$ cat src/rtl/sprite_frame_writer.sv
// Sprite frame writer: streams one raster-ordered sprite frame into sprite RAM,
// writing each pixel twice -- once into the right-facing bank at its natural
// position and once into the left-facing bank horizontally mirrored.
//
// Handshake: a pixel is transferred on a rising edge where pixelValid and
// pixelReady are both high. pixelReady depends only on state (high in WR_RIGHT),
// so the source may hold pixelValid high across WR_LEFT cycles without loss.
module sprite_frame_writer #(
  parameter int playerWidth  = 44,
  parameter int playerHeight = 72,
  parameter int numFrames    = 5,
  parameter int leftOffset   = 15840
) (
  input  logic        Clk,
  input  logic        Reset_n,
  input  logic        start,
  input  logic [2:0]  frameIndex,
  input  logic [7:0]  pixelData,
  input  logic        pixelValid,
  output logic        pixelReady,
  output logic        memWe,
  output logic [20:0] memAddr,
  output logic [7:0]  memData,
  output logic        busy,
  output logic        done,
  output logic        error,
  output logic [1:0]  state_dbg
);

  localparam logic [1:0] S_IDLE     = 2'd0;
  localparam logic [1:0] S_WR_RIGHT = 2'd1;
  localparam logic [1:0] S_WR_LEFT  = 2'd2;
  localparam logic [1:0] S_DONE     = 2'd3;

  localparam int CW = (playerWidth  > 1) ? $clog2(playerWidth)  : 1;
  localparam int RW = (playerHeight > 1) ? $clog2(playerHeight) : 1;

  localparam logic [CW-1:0] COL_LAST   = CW'(playerWidth - 1);
  localparam logic [RW-1:0] ROW_LAST   = RW'(playerHeight - 1);
  localparam logic [3:0]    FRAMES     = 4'(numFrames);
  localparam logic [20:0]   FRAME_SIZE = 21'(playerWidth * playerHeight);
  localparam logic [20:0]   WIDTH_W    = 21'(playerWidth);
  localparam logic [20:0]   LEFT_BASE  = 21'(leftOffset);

  logic [1:0]    state;
  logic [RW-1:0] row;
  logic [CW-1:0] col;
  logic [20:0]   base;
  logic [7:0]    pix;

  logic [20:0]   row_off;
  logic [CW-1:0] mirror_col;
  logic [20:0]   addr_right;
  logic [20:0]   addr_left;
  logic          transfer;
  logic          legal_index;

  // Status outputs and address arithmetic, all derived from current state.
  always_comb begin
    pixelReady  = (state == S_WR_RIGHT);
    busy        = (state != S_IDLE);
    state_dbg   = state;
    transfer    = pixelValid & pixelReady;
    legal_index = ({1'b0, frameIndex} < FRAMES);
    row_off     = 21'(row) * WIDTH_W;
    mirror_col  = COL_LAST - col;
    addr_right  = base + row_off + 21'(col);
    addr_left   = LEFT_BASE + base + row_off + 21'(mirror_col);
  end

  // Frame sequencer: right-bank write on transfer, mirrored left-bank write next.
  always_ff @(posedge Clk or negedge Reset_n) begin
    if (!Reset_n) begin
      state   <= S_IDLE;
      row     <= '0;
      col     <= '0;
      base    <= '0;
      pix     <= '0;
      memWe   <= 1'b0;
      memAddr <= '0;
      memData <= '0;
      done    <= 1'b0;
      error   <= 1'b0;
    end else begin
      memWe <= 1'b0;
      done  <= 1'b0;
      case (state)
        S_IDLE: begin
          if (start) begin
            if (legal_index) begin
              base  <= 21'(frameIndex) * FRAME_SIZE;
              row   <= '0;
              col   <= '0;
              error <= 1'b0;
              state <= S_WR_RIGHT;
            end else begin
              error <= 1'b1;
            end
          end
        end
        S_WR_RIGHT: begin
          if (transfer) begin
            memWe   <= 1'b1;
            memAddr <= addr_right;
            memData <= pixelData;
            pix     <= pixelData;
            state   <= S_WR_LEFT;
          end
        end
        S_WR_LEFT: begin
          memWe   <= 1'b1;
          memAddr <= addr_left;
          memData <= pix;
          if (col != COL_LAST) begin
            col   <= col + 1'b1;
            state <= S_WR_RIGHT;
          end else begin
            col <= '0;
            if (row == ROW_LAST) begin
              row   <= '0;
              state <= S_DONE;
            end else begin
              row   <= row + 1'b1;
              state <= S_WR_RIGHT;
            end
          end
        end
        S_DONE: begin
          done  <= 1'b1;
          state <= S_IDLE;
        end
        default: state <= S_IDLE;
      endcase
    end
  end

endmodule
$ cat config.mk
export PLATFORM = sky130hd
export DESIGN_NAME = sprite_frame_writer
export DESIGN_NICKNAME = d
export VERILOG_FILES = /design/src/rtl/sprite_frame_writer.sv
export SDC_FILE = /design/constraint.sdc
export NUM_CORES = 1
export LEC_CHECK = 0
export ABC_AREA = 1
export CELL_PAD_IN_SITES_DETAIL_PLACEMENT = 0
export CELL_PAD_IN_SITES_GLOBAL_PLACEMENT = 1
export CORE_UTILIZATION = 43
export CTS_CLUSTER_SIZE = 40
export DETAILED_ROUTE_END_ITERATION = 8
export GPL_ROUTABILITY_DRIVEN = 1
export PLACE_DENSITY_LB_ADDON = 0.1
export SETUP_SLACK_MARGIN = 0.15
export SLEW_MARGIN = 5
export SYNTH_ARGS = -nofsm -noshare
export SYNTH_HDL_FRONTEND = slang
export SYNTH_SLANG_ARGS = --single-unit
$ cat constraint.sdc
create_clock -name Clk -period 4.3 [get_ports Clk]
set_input_delay 1.075 -clock Clk [delete_from_list [all_inputs] [get_ports Clk]]
set_output_delay 1.075 -clock Clk [all_outputs]
set_load 0.005 [all_outputs]
==> qor.txt, run 1 <==
==================================================================================
Clock net sink count                                                            56
Critical path data required time                                           4510 ps
Overflow left after global routing                                               0
Leak                                                                    0.00311 uW
Depth of the CTS H-tree                                                          2
Routed vias/inst                                                              5.17
Part of the power in combinational logic                                     0.692
Largest driver fanout on the critical path                                       4
Cell with the largest stage delay on the worst path                           fa_1
Vias in the first global route                                                4044
Number of iterations in the first detailed-routing pass                          4
Top cell type by total area after synthesis                                dfrtp_1
Antenna-violating nets left                                                      0
Avg WL per Cell                                                            14.8 um
Initial Utilization                                                          0.441
Total wirelength of the detailed-routed design                             12.6 mm
Via Count                                                                     4408
Sequential element share of the synthesized area                             0.280
FF+latch area                                                            1400 um^2
Fraction of final layout cells with drive strength greater than 1           0.0958
Timing-limited maximum frequency                                           252 MHz
Buffer type at the clock tree root                                       clkbuf_16
Final Slew Violations                                                            0
Mapped Avg Cell Area                                                     7.61 um^2
Pin count of the biggest net entering global routing                            38
Worst Path Class, Setup                                               flop to flop
CTS clock-pin slew for the worst setup and hold paths                        90 ps
Number of DRC markers after the initial detailed-route iteration               198
Switching component of the power                                           2100 uW
WP buf/inv                                                                       1
Area of combinational cells with multiple inputs                         3320 um^2
Fraction of the cycle the final worst path needs                             0.924
Number of enable flip-flop cells after synthesis                                 0
WP data arrival                                                            4190 ps
Cells taking the most area after synthesis                            dfrtp_1 (28%), ha_1 (21%), nand2_1 (13%), inv_1 (7.0%), nand3_1 (4.5%)
Fin crit period                                                            3970 ps
Max-cap check violation count                                                    0
Primary FF master, synth                                                   dfrtp_1
Final setup fails                                                                0
Post-synth cell types                                                           43
Number of buffers created by CTS                                                 5
Cell breakdown of the critical path                                   ha_1 > fa_1 > ha_4 > a21oi_1 > nand2_1 > nand2_1 > o311ai_2 > xnor2_1 > ha_1 > inv_1 > ha_1 > ha_4 > nand2_1 > nor2_2 > nand3_2 > nand3_1 > nand2_1 > nand3_1 > nand2_1 > nand2_1 > nand2_1
Post-route design area                                                   5970 um^2
#FFs+latches synth                                                              56
Switching Fraction                                                           0.485
Signed area change from the synthesized netlist to the final layout          19.2%
Most frequent cell on the critical path                                    nand2_1
# rows                                                                          39
Asr flop ratio synth                                                          1.00
Ports                                                                           51
TritonCTS clock tree                                                           yes
Final Hold Fails                                                                 0
Cell area after placement                                                5620 um^2
Global-route wire length before repair                                     20.0 mm
Hold buffer count at CTS                                                         0
Initial antenna violation count                                                  0
N_diodes                                                                         0
Number of input and output port buffers inserted                                46
Half-perimeter wire length of the detailed placement result                10.0 mm
Outcome                                                                  completed
Critical path capture point type                                              flop
Transition time at the pin with the least slew margin                       909 ps
Gate count of the mapped netlist                                               658
Chip Height                                                                 110 um
Worst slack after detailed placement                                        109 ps
Largest incremental delay on the critical path                              540 ps
Top cell family by delay on the critical path                          adder cells
Die area                                                                12100 um^2
Worst setup margin                                                          325 ps
Final weighted congestion in routability-driven placement                    0.890
RSZ-0062 raised after global routing                                           yes
Total power divided by cell area                                       725 nW/um^2
Count of filler cells inserted in the layout                                  1144
Total Negative Setup Slacks                                                   0 ps
Worst Clk Skew                                                             12.0 ps
Die W                                                                       110 um
Kind of path behind the tightest hold check                           flop to flop
Total Nets Final                                                               817
Core Area                                                               11400 um^2
Fraction of post-synthesis cell area in the top cell type by area            0.280
Final routed DRC violation total                                                 0
Worst voltage drop across the vdd grid                                    0.389 mV
CTS max path bufs                                                                2
P_int                                                                      2230 uW
Later-pin clock latency in the skew report                                  310 ps
Count of warnings emitted by yosys                                               0
Type of origin of the critical path                                           flop
Clock power share                                                            0.104
GRT Overall Usage                                                            0.219
Headroom to the max-slew limit                                               0.394
Summed instance area of the synthesized netlist                          5010 um^2
Reg power frac                                                               0.204
==================================================================================
==> area by class of cell <==
class                      instances  share of cell area
clock inverter                     3             0.00566
clock buffer                       5              0.0210
inverter                         102              0.0643
timing repair buffer              56              0.0888
multi-input combinational        488               0.555
sequential                        56               0.235
tap                              143              0.0300
==> worst reg2reg max path: cells and delay by family, from the launching register on <==
| kind | cells | cell delay, ps |
|---|---|---|
| AOI/OAI and AO/OA | 2 | 310 |
| DFF | 1 | 430 |
| adders and majority gates | 6 | 2010 |
| buffers and inverters | 1 | 60 |
| and+or+nand+nor | 11 | 940 |
| xor gates and xnor gates | 1 | 160 |
==> through the flow <==
step	total power (uW)	cells	hold slack (ps)	util
after global routing	4780	853	519	0.525
final	4330	853	484	0.525
after CTS	4260	850	492	0.510
after detailed placement	3770	842	469	0.494
after global placement	3750	842	458	0.494
after floorplan	2880	661	465	-
==> power by group through the flow <==
| stage | registers [uW] | clock network, uW | logic [uW] |
|---|---|---|---|
| after floorplan | 877 | 0 | 2010 |
| after global placement | 889 | 0 | 2860 |
| after detailed placement | 896 | 0 | 2870 |
| after CTS | 887 | 462 | 2910 |
| after global routing | 913 | 482 | 3390 |
| final | 885 | 448 | 3000 |
==> cells in the mapped netlist, drive strengths merged, types with 3 or more instances <==
master  count
nand2     170
inv        99
ha         85
dfrtp      56
nand3      46
a21oi      44
nor2       42
o21ai      26
buf        12
a31oi      11
nand4      10
xor2        9
fa          8
mux2        8
xnor2       5
nor3        4
clkbuf      3
clkinv      3
nand3b      3
==> final timing paths <==
kind / slack, ps / depth (start not counted) / to / startpoint
min in group asynchronous: 890 / 1 / base[13] / Reset_n
hold / removal: 480 / 2 / memAddr[2] / memAddr[2]
setup reg to reg: 330 / 21 / memAddr[14] / row[3]
max in group asynchronous: 2610 / 2 / memData[7] / Reset_n
hold reg to reg: 480 / 2 / memAddr[2] / memAddr[2]
setup / recovery: 330 / 21 / memAddr[14] / row[3]
==> cell usage in the layout (no fill, tap or decap), types with 3 or more instances in the layout <==
cell type          n
a21oi_1           39
a21oi_2            5
a31oi_1           11
buf_4             10
clkbuf_16          5
clkdlybuf4s50_1   45
conb_1             4
dfrtp_1           55
fa_1               6
ha_1              75
ha_4               9
inv_1             93
inv_2              6
mux2_2             8
nand2_1          166
nand2_2            3
nand3_1           42
nand3_2            3
nand3b_1           3
nand4_1           10
nor2_1            41
nor3_1             3
o21ai_0            9
o21ai_1           14
xnor2_1            5
xor2_1             9
==> kinds of logic after synthesis <==
group | count (synthesis) | share of synthesized area
simple gates | 281 | 0.238
buf+inv | 117 | 0.0942
fa+ha+maj | 93 | 0.244
compound gates | 88 | 0.101
flops | 56 | 0.280
xor+xnor | 14 | 0.0245
mux | 8 | 0.0180
other cells | 1 | 0.000749
==> per-layer routing <==
layer	up-vias	routed length, um	GRT usage
met4	0	110	0.0429
li1	2233	-	-
met2	87	6070	0.366
met3	9	544	0.0385
met5	-	0	0
met1	2079	5910	0.297
==> timing repair <==
item                                    CTS  global route
cloned                                    0             0
buffers inserted                          0             3
pin swaps                                 0             8
endpoints found under the setup margin    5             8
gates resized for setup                   2            24
==> sequential cells by signal, indices dropped and copies added, names as in the netlist <==
signal     cells
col            6
memAddr       17
state_dbg      2
memWe          1
pix            8
base           5
memData        8
done           1
error          1
row            7
No activity file was read; power rests on OpenSTA's default activity.
==> run 2, diff against run 1 <==
MAX_ROUTING_LAYER = met4   (was not set)
==> run 2 against run 1 <==
  * Via count decreased by 1.2%
  * Count of clock-buffer cells in the layout did not move
  * First-iteration DRC count decreased by 7.6%
  * Routed wire length fell by 0.80%
  * Sequential power is 0.7% lower
  * Cell count up 0.23%
  * Clock power decreased by 1%
  * Setup slack got worse by 41 ps
  * Critical endpoint unchanged
  * Largest cell class unchanged
  * Highest routed layer unchanged
==> qor.txt, run 2 (same netlist as run 1, synthesis figures left out) <==
==================================================================================
Outcome                                                                  completed
Total Nets Final                                                               819
Antenna-violating nets left                                                      0
Part of the power in combinational logic                                     0.697
Core Area                                                               11400 um^2
Critical path data required time                                           4510 ps
Number of DRC markers after the initial detailed-route iteration               183
Max-cap check violation count                                                    0
Worst slack after detailed placement                                       34.0 ps
N_diodes                                                                         0
Timing-limited maximum frequency                                           249 MHz
RSZ-0062 raised after global routing                                           yes
Signed area change from the synthesized netlist to the final layout          19.4%
# rows                                                                          39
Avg WL per Cell                                                            14.7 um
Area of combinational cells with multiple inputs                         3310 um^2
Headroom to the max-slew limit                                               0.372
Chip Height                                                                 110 um
Count of filler cells inserted in the layout                                  1137
Overall Power                                                              4370 uW
Largest driver fanout on the critical path                                       5
CTS max path bufs                                                                2
Final routed DRC violation total                                                 0
Register containing the most flip-flops in the final layout                memAddr
Die area                                                                12100 um^2
Number of iterations in the first detailed-routing pass                          4
Routed vias/inst                                                              5.09
Number of buffers created by CTS                                                 5
Fin crit period                                                            4020 ps
Transition time at the pin with the least slew margin                       941 ps
Critical path capture point type                                              flop
Later-pin clock latency in the skew report                                  310 ps
Total power divided by cell area                                       730 nW/um^2
Largest incremental delay on the critical path                              510 ps
Flip-flop count of the largest register, all copies and words added             17
WP data arrival                                                            4220 ps
Worst Clk Skew                                                             6.05 ps
FF+latch area                                                            1400 um^2
GRT Overall Usage                                                            0.224
Total wirelength of the detailed-routed design                             12.5 mm
Number of input and output port buffers inserted                                46
Cell with the largest stage delay on the worst path                           fa_1
Total placed cells including tap cells                                         842
Most common cell after layout, fill and taps aside                         nand2_1
Smallest hold slack                                                         485 ps
Vias in the first global route                                                4099
Commonest cells after routing, fill and taps aside                    nand2_1 (162), inv_1 (93), ha_1 (77), dfrtp_1 (56), clkdlybuf4s50_1 (45)
Cell breakdown of the critical path                                   ha_1 > inv_1 > fa_1 > inv_1 > ha_4 > nand3_1 > nand3_2 > a21oi_2 > o21ai_2 > xor2_1 > ha_1 > ha_4 > inv_2 > ha_4 > nand2_2 > nor2_4 > nand3_2 > nand3_1 > nand2_1 > nand3_1 > nand2_1 > nand2_1 > nand2_1
Fraction of the cycle the final worst path needs                             0.934
P_int                                                                      2240 uW
Clock net sink count                                                            56
Type of origin of the critical path                                           flop
Final setup fails                                                                0
Switching component of the power                                           2120 uW
Via Count                                                                     4356
Pin count of the biggest net entering global routing                            38
Worst voltage drop across the vdd grid                                    0.383 mV
Die W                                                                       110 um
Post-route insts no fill                                                       855
Half-perimeter wire length of the detailed placement result                9.96 mm
Final Hold Fails                                                                 0
Total Negative Setup Slacks                                                   0 ps
Initial Utilization                                                          0.441
Fraction of final layout cells with drive strength greater than 1           0.0983
Final weighted congestion in routability-driven placement                    0.912
Initial antenna violation count                                                  0
Clock power share                                                            0.101
Final Slew Violations                                                            0
Worst setup margin                                                          284 ps
WP buf/inv                                                                       3
Ports                                                                           51
Kind of path behind the tightest hold check                           flop to flop
Buffer type at the clock tree root                                       clkbuf_16
Worst Path Class, Setup                                               flop to flop
Overflow left after global routing                                               0
Most frequent cell on the critical path                                    nand2_1
Reg power frac                                                               0.201
Leak                                                                    0.00313 uW
TritonCTS clock tree                                                           yes
Switching Fraction                                                           0.487
Global-route wire length before repair                                     19.9 mm
Top cell family by delay on the critical path                          adder cells
Largest registers                                                     memAddr (17), memData (8), pix (8)
Depth of the CTS H-tree                                                          2
CTS clock-pin slew for the worst setup and hold paths                        80 ps
==================================================================================
-- run 2: cell count changes in the layout (fill, tap and decap cells not counted), sizes merged --
cell	change
buf	+2
-- run 2: metal layers --
| layer | GRT usage | share of wire | routed length [um] | up-vias |
|---|---|---|---|---|
| met4 | 0.0686 | 0.020 | 252 | 0 |
| met5 | - | 0 | 0 | - |
| met2 | 0.346 | 0.47 | 5880 | 65 |
| met3 | 0.0385 | 0.029 | 362 | 16 |
| met1 | 0.299 | 0.48 | 6040 | 2030 |
| li1 | - | - | - | 2245 |
-- run 2: path summary, 6_finish.rpt --
path                              from          end  slack (ps)  depth (start not counted)
hold reg to reg            memAddr[10]  memAddr[10]         480                          2
min in group asynchronous      Reset_n      base[9]         900                          1
setup reg to reg                row[2]  memAddr[14]         280                         23
hold / removal             memAddr[10]  memAddr[10]         480                          2
max in group asynchronous      Reset_n   memAddr[5]        2580                          2
setup / recovery                row[2]  memAddr[14]         280                         23
-- run 2: layout make-up --
type | instances | area share
Sequential cell | 56 | 0.234
Timing Repair Buffer | 58 | 0.0912
Clock inverter | 3 | 0.00565
Inverter | 102 | 0.0642
Tap cell | 143 | 0.0299
Multi-Input combinational cell | 488 | 0.554
Clock buffer | 5 | 0.0209
-- run 2: power groups by stage --
stage / sequential, uW / combinational [uW] / clock [uW]
floorplan: 877 / 2010 / 0
global placement: 887 / 2870 / 0
detailed placement: 895 / 2870 / 0
CTS: 883 / 2950 / 460
global route: 908 / 3430 / 476
finish: 879 / 3040 / 443
-- run 2: through the flow --
stage	utilization	instance area (um^2)
after detailed placement	0.494	5620
after global placement	0.494	5620
after CTS	0.512	5820
after floorplan	-	5020
after global routing	0.526	5980
final	0.526	5980
-- run 2: worst register-to-register path, delay by kind of cell (launching register included) --
kind | cells | cell delay (ps)
flops | 1 | 410
buf+inv | 3 | 170
simple gates | 11 | 970
xor+xnor | 1 | 170
compound gates | 2 | 250
fa+ha+maj | 6 | 1980
-- run 2: timing repair --
action,in CTS,in global routing
buffers inserted,2,3
gates resized for setup,4,24
endpoints found under the setup margin,6,6
hold buffers,0,0
pin swaps,1,9
